===== src/rtl/id_ex_stage_pkg.sv =====
// Shared definitions for the ID/EX pipeline stage: field widths, the ALU op
// encodings produced by the main control unit, and the packed bundle of
// single-bit control lines that travels from ID into EX.
package id_ex_stage_pkg;

    // Default field widths of the MIPS datapath.
    localparam int DATA_SZ     = 32;
    localparam int REG_ADDR_SZ = 5;
    localparam int ALU_OP_SZ   = 3;
    localparam int FUNCT_SZ    = 6;
    localparam int SHAMT_SZ    = 5;

    // Main-control ALU op codes; ALU_OP_RTYPE defers to the funct field.
    typedef enum logic [ALU_OP_SZ-1:0] {
        ALU_OP_ADD   = 3'b000,
        ALU_OP_SUB   = 3'b001,
        ALU_OP_RTYPE = 3'b010,
        ALU_OP_AND   = 3'b011,
        ALU_OP_OR    = 3'b100,
        ALU_OP_XOR   = 3'b101,
        ALU_OP_SLT   = 3'b110,
        ALU_OP_LUI   = 3'b111
    } alu_op_e;

    // Single-bit main-control lines carried through the stage as one unit.
    typedef struct packed {
        logic reg_dst;
        logic jal_sel;
        logic alu_src;
        logic mem_read;
        logic mem_write;
        logic reg_write;
        logic bds_sel;
        logic mem_to_reg;
    } ctrl_t;

    // Control value of a bubble: nothing is read, written or committed.
    localparam ctrl_t CTRL_BUBBLE = '0;

endpackage : id_ex_stage_pkg


===== src/rtl/load_use_detector.sv =====
// Load-use hazard detector. Flags when the instruction in ID needs a register
// that the load currently in EX has not yet fetched from memory. Purely
// combinational; the stall is suppressed while the stage is frozen by the
// debug unit or while a flush already turns the ID instruction into a bubble.
module load_use_detector
    import id_ex_stage_pkg::*;
#(
    parameter int REG_ADDR_SZ = id_ex_stage_pkg::REG_ADDR_SZ
) (
    input  logic                   valid_e,
    input  logic                   mem_read_e,
    input  logic [REG_ADDR_SZ-1:0] rt_e,
    input  logic [REG_ADDR_SZ-1:0] rs_d,
    input  logic [REG_ADDR_SZ-1:0] rt_d,
    input  logic                   uses_rt_d,
    input  logic                   enable,
    input  logic                   flush,
    output logic                   stall
);

    logic load_in_ex;
    logic rs_dep;
    logic rt_dep;
    logic hazard;

    // A load targeting $0 produces nothing anyone can depend on.
    assign load_in_ex = valid_e & mem_read_e & (rt_e != '0);
    assign rs_dep     = (rt_e == rs_d);
    assign rt_dep     = uses_rt_d & (rt_e == rt_d);
    assign hazard     = load_in_ex & (rs_dep | rt_dep);

    // Freeze and flush both outrank the hazard, so neither may hold upstream.
    assign stall      = hazard & enable & ~flush;

endmodule : load_use_detector


===== src/rtl/id_ex_stage.sv =====
// ID/EX pipeline register of the MIPS pipeline. Captures the decoded control
// lines and operands from ID each cycle, inserts a bubble on a flush or a
// load-use hazard, and freezes completely while the debug unit holds
// i_enable low.
module id_ex_stage
    import id_ex_stage_pkg::*;
#(
    parameter int DATA_SZ     = id_ex_stage_pkg::DATA_SZ,
    parameter int REG_ADDR_SZ = id_ex_stage_pkg::REG_ADDR_SZ,
    parameter int ALU_OP_SZ   = id_ex_stage_pkg::ALU_OP_SZ,
    parameter int FUNCT_SZ    = id_ex_stage_pkg::FUNCT_SZ
) (
    input  logic                   i_clk,
    input  logic                   i_reset_n,
    input  logic                   i_enable,
    input  logic                   i_flush,

    // Main-control lines from ID
    input  logic [ALU_OP_SZ-1:0]   i_alu_op_D,
    input  logic                   i_reg_dst_D,
    input  logic                   i_jal_sel_D,
    input  logic                   i_alu_src_D,
    input  logic                   i_mem_read_D,
    input  logic                   i_mem_write_D,
    input  logic                   i_reg_write_D,
    input  logic                   i_bds_sel_D,
    input  logic                   i_mem_to_reg_D,
    input  logic                   i_uses_rt_D,

    // Operands and instruction fields from ID
    input  logic [DATA_SZ-1:0]     i_rs_data_D,
    input  logic [DATA_SZ-1:0]     i_rt_data_D,
    input  logic [DATA_SZ-1:0]     i_imm_ext_D,
    input  logic [DATA_SZ-1:0]     i_pc8_D,
    input  logic [REG_ADDR_SZ-1:0] i_rs_D,
    input  logic [REG_ADDR_SZ-1:0] i_rt_D,
    input  logic [REG_ADDR_SZ-1:0] i_rd_D,
    input  logic [SHAMT_SZ-1:0]    i_shamt_D,
    input  logic [FUNCT_SZ-1:0]    i_funct_D,

    // Registered control lines for EX
    output logic [ALU_OP_SZ-1:0]   o_alu_op_E,
    output logic                   o_reg_dst_E,
    output logic                   o_jal_sel_E,
    output logic                   o_alu_src_E,
    output logic                   o_mem_read_E,
    output logic                   o_mem_write_E,
    output logic                   o_reg_write_E,
    output logic                   o_bds_sel_E,
    output logic                   o_mem_to_reg_E,

    // Registered operands and fields for EX
    output logic [DATA_SZ-1:0]     o_rs_data_E,
    output logic [DATA_SZ-1:0]     o_rt_data_E,
    output logic [DATA_SZ-1:0]     o_imm_ext_E,
    output logic [DATA_SZ-1:0]     o_pc8_E,
    output logic [REG_ADDR_SZ-1:0] o_rs_E,
    output logic [REG_ADDR_SZ-1:0] o_rt_E,
    output logic [REG_ADDR_SZ-1:0] o_rd_E,
    output logic [SHAMT_SZ-1:0]    o_shamt_E,
    output logic [FUNCT_SZ-1:0]    o_funct_E,

    output logic                   o_valid_E,
    output logic                   o_stall_D
);

    ctrl_t                  ctrl_d;
    ctrl_t                  ctrl_q;
    logic [ALU_OP_SZ-1:0]   alu_op_q;
    logic                   valid_q;

    logic [DATA_SZ-1:0]     rs_data_q;
    logic [DATA_SZ-1:0]     rt_data_q;
    logic [DATA_SZ-1:0]     imm_ext_q;
    logic [DATA_SZ-1:0]     pc8_q;
    logic [REG_ADDR_SZ-1:0] rs_q;
    logic [REG_ADDR_SZ-1:0] rt_q;
    logic [REG_ADDR_SZ-1:0] rd_q;
    logic [SHAMT_SZ-1:0]    shamt_q;
    logic [FUNCT_SZ-1:0]    funct_q;

    logic                   stall;
    logic                   bubble;

    assign ctrl_d = '{
        reg_dst:    i_reg_dst_D,
        jal_sel:    i_jal_sel_D,
        alu_src:    i_alu_src_D,
        mem_read:   i_mem_read_D,
        mem_write:  i_mem_write_D,
        reg_write:  i_reg_write_D,
        bds_sel:    i_bds_sel_D,
        mem_to_reg: i_mem_to_reg_D
    };

    load_use_detector #(
        .REG_ADDR_SZ (REG_ADDR_SZ)
    ) u_load_use_detector (
        .valid_e    (valid_q),
        .mem_read_e (ctrl_q.mem_read),
        .rt_e       (rt_q),
        .rs_d       (i_rs_D),
        .rt_d       (i_rt_D),
        .uses_rt_d  (i_uses_rt_D),
        .enable     (i_enable),
        .flush      (i_flush),
        .stall      (stall)
    );

    // The detector already masks the stall during a flush, so the two
    // bubble sources can simply be OR-ed.
    assign bubble = i_flush | stall;

    // Control path: hold when frozen, kill on flush or hazard, else capture.
    always_ff @(posedge i_clk or negedge i_reset_n) begin
        // NOTE: sequential state uses non-blocking assignments so every
        // register samples its inputs from before the edge.
        if (!i_reset_n) begin
            alu_op_q <= '0;
            ctrl_q   <= CTRL_BUBBLE;
            valid_q  <= 1'b0;
        end else if (i_enable) begin
            if (bubble) begin
                alu_op_q <= '0;
                ctrl_q   <= CTRL_BUBBLE;
                valid_q  <= 1'b0;
            end else begin
                alu_op_q <= i_alu_op_D;
                ctrl_q   <= ctrl_d;
                valid_q  <= 1'b1;
            end
        end
    end

    // Data path: captures on every enabled edge, bubbles included, so the
    // contents stay deterministic even when nothing downstream reads them.
    always_ff @(posedge i_clk or negedge i_reset_n) begin
        if (!i_reset_n) begin
            rs_data_q <= '0;
            rt_data_q <= '0;
            imm_ext_q <= '0;
            pc8_q     <= '0;
            rs_q      <= '0;
            rt_q      <= '0;
            rd_q      <= '0;
            shamt_q   <= '0;
            funct_q   <= '0;
        end else if (i_enable) begin
            rs_data_q <= i_rs_data_D;
            rt_data_q <= i_rt_data_D;
            imm_ext_q <= i_imm_ext_D;
            pc8_q     <= i_pc8_D;
            rs_q      <= i_rs_D;
            rt_q      <= i_rt_D;
            rd_q      <= i_rd_D;
            shamt_q   <= i_shamt_D;
            funct_q   <= i_funct_D;
        end
    end

    assign o_alu_op_E     = alu_op_q;
    assign o_reg_dst_E    = ctrl_q.reg_dst;
    assign o_jal_sel_E    = ctrl_q.jal_sel;
    assign o_alu_src_E    = ctrl_q.alu_src;
    assign o_mem_read_E   = ctrl_q.mem_read;
    assign o_mem_write_E  = ctrl_q.mem_write;
    assign o_reg_write_E  = ctrl_q.reg_write;
    assign o_bds_sel_E    = ctrl_q.bds_sel;
    assign o_mem_to_reg_E = ctrl_q.mem_to_reg;

    assign o_rs_data_E    = rs_data_q;
    assign o_rt_data_E    = rt_data_q;
    assign o_imm_ext_E    = imm_ext_q;
    assign o_pc8_E        = pc8_q;
    assign o_rs_E         = rs_q;
    assign o_rt_E         = rt_q;
    assign o_rd_E         = rd_q;
    assign o_shamt_E      = shamt_q;
    assign o_funct_E      = funct_q;

    assign o_valid_E      = valid_q;
    assign o_stall_D      = stall;

endmodule : id_ex_stage


===== config.mk =====
export PLATFORM = sky130hd
export DESIGN_NAME = id_ex_stage
export DESIGN_NICKNAME = d
export VERILOG_FILES = /design/src/rtl/id_ex_stage_pkg.sv /design/src/rtl/load_use_detector.sv /design/src/rtl/id_ex_stage.sv
export SDC_FILE = /design/constraint.sdc
export NUM_CORES = 1
export LEC_CHECK = 0
export BUFFER_PORTS_ARGS = -buffer_cell sky130_fd_sc_hd__buf_2
export CAP_MARGIN = 10
export CORE_AREA = 2 2 132 134
export DETAILED_ROUTE_END_ITERATION = 12
export DIE_AREA = 0 0 134 136
export GPL_TIMING_DRIVEN = 0
export PLACE_DENSITY = 0.75
export SYNTH_ARGS = -nofsm -noshare
export SYNTH_HDL_FRONTEND = slang
export SYNTH_SLANG_ARGS = --single-unit
export TNS_END_PERCENT = 20

===== constraint.sdc =====
create_clock -name i_clk -period 1.6 [get_ports i_clk]
set_input_delay 0.24 -clock i_clk [delete_from_list [all_inputs] [get_ports i_clk]]
set_output_delay 0.24 -clock i_clk [all_outputs]
set_load 0.005 [all_outputs]

==> run summary, run 1 <==
The flow ran to the end, but the final reports show violations. The final reports fail on setup timing. The clock sink total was 166.

The tools report the worst-case headroom to the max-slew limit as 0.578. The final cycle utilization of the critical path was 1.35. The logic gate share of total power is 0.144, and the net switching power is 0.00273 W. The tool flagged a number of max-cap violations equal to 0. The run gives 0.00771 W as the internal power.

For the pin with the worst max-slew slack, the measured transition is 0.633 ns. Synthesis produced 399 cells. The floorplan step defined a core boundary enclosing 0.0169 mm2. The average detailed-routed wire length per instance is 16.0 um, and the fraction of the core area covered by cells at the end of the flow is 0.535. Switching share of power: 0.262. The pre-CTS setup slack is -0.321 ns. The number of library cell types mapped by synthesis came out at 20.

The tools report the proportion of power drawn by the clock network as 0.392. The detailed router finished its first iteration with 107 violations. The H-tree depth reported by CTS came out at 4. The worst path in the final design needs a cycle of 2.15 ns, including I/O delays and setup. The final layout contains routed wiring with a total length of 16000 um. For the max-slew violation total from the final report, the log shows 0.

The count of nets left with antenna violations once routing finished came out at 0. The fraction of final layout cells with drive strength greater than 1 is 0.714, and the number of ports placed on the die boundary is 337. In the layout the commonest cells are sky130_fd_sc_hd__buf_2, sky130_fd_sc_hd__dfrtp_1, sky130_fd_sc_hd__mux2_2. The run gives 1000 as the number of cells in the finished layout apart from fillers.

The clock-pin slew of the registers on the worst-case setup and hold paths was 0.08 ns. Setup repair after global routing could not meet its margin everywhere. The run gives 1.36 ns as the required time reported for the critical path endpoint. The maximum net fanout on the critical path was 4; the number of rows in the core area was 48. The pin count of the biggest net entering global routing is 92, and the horizontal extent of the die is 134 um. Via count: 4663. The floorplan step defined a die boundary enclosing 0.0182 mm2. The Yosys step of the flow raised 0 warnings. The number of port buffers works out to 335.

After legalization and detailed placement, the total HPWL measured 12000 um. The arrival time at the worst endpoint came out at 1.91 ns. Leaving out fill and tap cells, the most frequent cell in the layout is sky130_fd_sc_hd__buf_2.

The type of the most critical hold path was in -> reg. The global-route wire length before repair is 24200 um, and the initial antenna violation count is 1. The tools report the sort of element at the start of the critical path as a flip-flop.

Total power for the finished layout comes to 0.0104 W. The tightest hold path in the finished design has a slack of 0.0375 ns. Instance count after placement with tap cells included: 960. The total grt overflow is 0. Setup violations remaining at the end of the flow were counted as 13. Floorplan die height: 136 um. The layout has 1457 filler cells. The tools report the sequential element share of the synthesized area as 0.652.

The logs give 0.172 for the global-route total usage across every layer and 931 for the number of nets in the layout. STA classifies the critical path endpoint as an output pin. The number of nets produced by synthesis was 569. The maximum buffer depth of the clock tree was 2.

The worst clock skew came out at 0.00343 ns. In the routed design, unresolved DRC markers number 0. Before antenna repair, the detailed router went through 4 iterations. The tools report the cell leakage power as 4.40 nW. The logs give 0.42 ns for the insertion delay of the later-clocked pin in the worst-skew pair and 0.464 for the sequential power share. Power spread over the standard cell area amounts to 1160 mW/mm2. The initial core utilization is 0.378, and the cell area after technology mapping is 0.00637 mm2. The worst setup path is of the reg -> out kind. The relative area change from synthesis to final layout works out to 41.8%. Final-report hold violation count: 0.

The average cell area after synthesis was 16.0 um2. Final critical-path setup slack: -0.552 ns. Derived from the worst setup path, the maximum achievable clock frequency is 465 MHz. The number of global-route vias before repair was 4870; the CTS buffer count was 17. TritonCTS built the clock tree. Routability-driven placement finished with a final weighted congestion of 0.760. The flip-flop and latch count after synthesis works out to 166. Across the VDD grid, the largest voltage drop is 0.673 mV. Using the TritonRoute via totals, the vias-per-cell ratio works out to 4.66.

The tree is rooted in a sky130_fd_sc_hd__clkbuf_16.
==> metrics by stage <==
stage / TNS (ns) / cell area, um2
6_report: -2.20 / 9030
5_1_grt: -3.11 / 9030
4_1_cts: -2.65 / 9000
3_5_place_dp: -31.09 / 8370
3_3_place_gp: -410.04 / 8330
2_1_floorplan: -0.0480 / 6370
==> worst paths after layout <==
path,end,depth (start not counted),start,slack [ns]
max in group asynchronous,o_rt_E[4],3,i_reset_n,0.37
min in group asynchronous,o_imm_ext_E[29],2,i_reset_n,0.37
setup reg to reg,o_valid_E,6,o_rt_E[4],-0.19
hold reg to reg,o_mem_to_reg_E,2,o_mem_to_reg_E,0.49
setup / recovery,o_stall_D,5,o_rt_E[4],-0.55
hold / removal,o_pc8_E[28],2,i_pc8_D[28],0.04
==> power groups by stage <==
stage	Clock, W	Combinational, W	Sequential [W]
final	0.00409	0.00150	0.00484
after global routing	0.00437	0.00165	0.00490
after CTS	0.00420	0.00152	0.00485
after detailed placement	0	0.00150	0.00492
after global placement	0	0.00146	0.00490
after floorplan	0	0.000575	0.00496
==> what timing repair did <==
| item | 4_1_cts | 5_1_grt |
|---|---|---|
| pin swaps | 1 | 4 |
| setup endpoints to repair | 13 | 13 |
| gates cloned | 0 | 0 |
| setup buffers | 4 | 2 |
| hold endpoints to repair | 75 | 0 |
| hold buffers | 1 | 0 |
| gates resized for setup | 3 | 4 |
==> critical path, cell delays in order, from the launching register on <==
cell and delay [ns]:
sky130_fd_sc_hd__dfrtp_2 0.43, sky130_fd_sc_hd__or4_4 0.55, sky130_fd_sc_hd__o2111ai_4 0.22, sky130_fd_sc_hd__buf_6 0.13, sky130_fd_sc_hd__nor3b_2 0.03, sky130_fd_sc_hd__buf_2 0.12
==> metal layers <==
metal / vias to the layer above / wire, um / GRT usage
li1: 2151 / - / -
met1: 2293 / 6110 / 0.188
met4: 0 / 263 / 0.0721
met5: - / 0 / 0
met3: 16 / 1220 / 0.0522
met2: 203 / 8430 / 0.311
==> final cells by class <==
class	count	area [um2]	share of cell area
repair buffers	343	1770	0.196
plain buffers	23	119	0.0132
clock buffers	17	425	0.0471
flip-flops and latches	166	4160	0.460
multi-input cells	208	2120	0.234
inverters	2	7.51	0.000831
diodes	1	2.50	0.000277
clock inverters	15	155	0.0172
well taps	225	282	0.0312
==> synthesized netlist by cell type (all sizes together) <==
cell type	n	area (um2)
o2111ai	1	15.0
mux2	154	1730
dfrtp	166	4150
buf	18	95.1
o21ai	11	55.1
a32oi	11	96.3
xnor2	10	87.6
or4	1	7.51
inv	2	7.51
nand4	1	6.26
nor2	2	7.51
nand2	13	48.8
nor3b	1	7.51
o22ai	1	6.26
a221oi	1	15.0
clkbuf	5	22.5
nand3	1	5.00
==> registers in the layout, indices dropped and copies added (netlist names), 3 cells and up <==
name         flops
o_rd_E           5
o_imm_ext_E     32
o_pc8_E         32
o_shamt_E        5
o_rt_E           5
o_rs_E           5
o_funct_E        6
o_rt_data_E     32
o_alu_op_E       3
o_rs_data_E     32
==> cells by family (layout without fill, tap and decap cells) <==
logic type / count (synthesis) / after routing / synth area share
AOI/OAI and AO/OA: 25 / 25 / 0.0295
other: 0 / 1 / 0
buffers and inverters: 25 / 400 / 0.0196
xor gates and xnor gates: 10 / 10 / 0.0137
muxes: 154 / 154 / 0.272
and+or+nand+nor: 19 / 19 / 0.0130
DFF: 166 / 166 / 0.652
(Power assumes the default switching activity.)
==> inputs of run 2 (changes only) <==
--- a/config.mk
+++ b/config.mk
@@ -11,6 +11,7 @@
 export DETAILED_ROUTE_END_ITERATION = 12
 export DIE_AREA = 0 0 134 136
 export GPL_TIMING_DRIVEN = 0
+export HOLD_SLACK_MARGIN = 0.06
 export PLACE_DENSITY = 0.75
 export SYNTH_ARGS = -nofsm -noshare
 export SYNTH_HDL_FRONTEND = slang
==> run 2 against run 1 <==
  * The run still ends with setup timing left
  * Clock skew down 0.00064 ns
  * Cell count up 15%
  * Critical path type unchanged
  * Die area unchanged
  * Sequential cell count did not move
  * Sequential share of layout area decreased by 6.5 points
  * Critical path depth stayed put
  * Register-to-register slack hardly changed
  * Sequential power is essentially flat
  * Combinational power increased by 22%
  * Via count up 14%
  * Non-clock buffer count increased by 148
  * Worst setup slack better by 0.0010 ns
==> run summary, run 2 (synthesized netlist as in run 1, its figures left out) <==
The flow ran to the end, but the final reports show violations. The final reports fail on setup timing. The run gives 0 as the initial antenna violation count. The critical path in this run is classified as reg -> out. Wire segments on met3 add up to 1270 um in the final route. For this design the top-level I/O count stands at 337. The insertion delay of the later-clocked pin in the worst-skew pair came out at 0.42 ns. The first global-routing pass estimated 28600 um of wire. The tree is rooted in a sky130_fd_sc_hd__clkbuf_16. Setup repair after global routing could not meet its margin everywhere.

Summed over all layers, the global routing overflow is 0. After the last flow step, the layout net total stands at 1079. The arrival time at the worst endpoint is 1.91 ns, and the final-report hold violation count is 0. The post-detailed-placement cell area was 0.00837 mm2; the worst supply voltage drop on vdd was 0.673 mV. The fraction of final layout cells with drive strength greater than 1 is 0.600. The final cycle utilization of the critical path came out at 1.34. The repair_antennas step left the layout with diodes totalling 0.

The instance count after placement with tap cells included is 960. The number of max-cap violations was 0. TritonCTS built the clock tree. The floorplan die height is 136 um, and the initial core utilization is 0.378. The count of cells in the finished layout, fillers not included, comes to 1147.

Setup violations remaining at the end of the flow were counted as 13. The horizontal extent of the die came out at 134 um. The logs give 1.36 ns for the required time reported for the critical path endpoint and 166 for the clock sink total. No sink is reached through more buffers than the 2 on the longest clock path.

The most frequent standard cell in the layout excluding fill and tap cells was sky130_fd_sc_hd__buf_2. The tools report the total wirelength of the detailed-routed design as 18800 um. The type of the most critical hold path was in -> reg. In the final routing, the length of wire on met1 measures 6990 um.

At the pin with the least slew margin, the transition time is 0.606 ns. OpenSTA, run right after detailed placement, puts the worst setup slack at -0.321 ns. The run gives -2.21 ns as the setup TNS. The tools report the sort of element at the start of the critical path as a flip-flop. Static timing analysis puts the maximum clock frequency at 465 MHz.

The final RePlAce weighted congestion is 0.760. The floorplan has 48 rows. Worst-case headroom to the max-slew limit: 0.596. Critical path endpoint category: an output pin. For this block, the initial DRC count from the detailed router was 149. The final period demand of the worst path came out at 2.15 ns. Power comes to 0.0108 W. The max-slew violation total from the final report is 0. The logs give 5.01 nW for the cell leakage power and 4 for the first-pass iteration count of the detailed router. Summing over every cut layer, the via total after detailed routing is 5298.

The final critical-path setup slack was -0.551 ns; the final standard cell area without fillers was 0.0105 mm2. The detailed-route vias per instance is 4.62. In the layout the commonest cells are sky130_fd_sc_hd__buf_2, sky130_fd_sc_hd__dfrtp_1, sky130_fd_sc_hd__mux2_2. From synthesis to final layout, the design area changed by 65.0%. Signal routing reaches up to met4. The maximum net fanout on the critical path was 4; the H-tree depth reported by CTS was 4. After detailed routing, the number of remaining DRC violations is 0. Clock tree synthesis inserted a total of 17 buffers. Wire length on met2: 9990 um.

For the core region area, the log shows 0.0169 mm2. The number of global-route vias before repair is 5722. Clock-pin slew of the registers on the worst-case setup and hold paths: 0.07 ns. The power density of the placed cells is 1020 mW/mm2. The estimated wirelength of the detail-placed design came out at 12000 um. After detailed routing, the average wire length per cell comes to 16.4 um. The tools report the global-route total usage across every layer as 0.203. Once detail routing completed, the nets flagged for antenna violations numbered 0. Pin count of the biggest net entering global routing: 92. The area of the die was 0.0182 mm2; the number of port buffers was 335. Across the routed clock network, the largest skew measured is 0.00278 ns.
==> run 2: changes by cell type in the layout (fill, tap and decap cells not counted) <==
cell                            previous run  this run
sky130_fd_sc_hd__diode_2                   1         0
sky130_fd_sc_hd__dlygate4sd3_1             1       149
==> run 2: area by class of cell <==
cell class | instances | area [um2]
fill | 1233 | 6360
clock buffer | 17 | 425
tap | 225 | 282
multi-input combinational | 208 | 2120
clock inverter | 15 | 155
inverter | 2 | 7.51
timing repair buffer | 491 | 3250
sequential | 166 | 4160
buffer | 23 | 119
==> run 2: per-layer routing <==
metal,vias to the layer above,global-route usage
li1,2453,-
met1,2575,0.215
met2,230,0.373
met3,40,0.0563
met4,0,0.0975
met5,-,0
==> run 2: timing repair <==
item	CTS	global route
resized for setup	3	4
endpoints found under the hold margin	222	1
endpoints found under the setup margin	13	13
buffers inserted	4	2
hold buffers	148	1
pin swaps	1	4
==> run 2: path summary, 6_finish.rpt <==
path	to	startpoint	depth (start not counted)	slack [ns]
worst max-delay path	o_stall_D	o_rt_E[4]	5	-0.55
worst min-delay path	o_imm_ext_E[12]	i_imm_ext_D[12]	2	0.07
worst max register to register	o_valid_E	o_rt_E[4]	6	-0.19
worst min register to register	o_mem_to_reg_E	o_mem_to_reg_E	2	0.49
max in group asynchronous	o_rt_E[4]	i_reset_n	3	0.38
min in group asynchronous	o_imm_ext_E[29]	i_reset_n	2	0.35
==> run 2: power by group <==
part / switching [W] / total [W] / internal, W
logic: 0.000724 / 0.00183 / 0.00110
clock network: 0.00188 / 0.00409 / 0.00222
registers: 0.000231 / 0.00485 / 0.00462
==> run 2: per-stage QoR <==
stage               utilization  hold WS (ns)
finish                    0.623        0.0744
global route              0.623        0.0607
CTS                       0.621        0.0604
detailed placement        0.496         0.242
global placement          0.494         0.471
floorplan                     -       -0.0556
==> run 2: worst max-delay path: stages, from the launching register on <==
cell and delay [ns]:
sky130_fd_sc_hd__dfrtp_2 0.43, sky130_fd_sc_hd__or4_4 0.55, sky130_fd_sc_hd__o2111ai_4 0.22, sky130_fd_sc_hd__buf_6 0.13, sky130_fd_sc_hd__nor3b_2 0.03, sky130_fd_sc_hd__buf_2 0.12
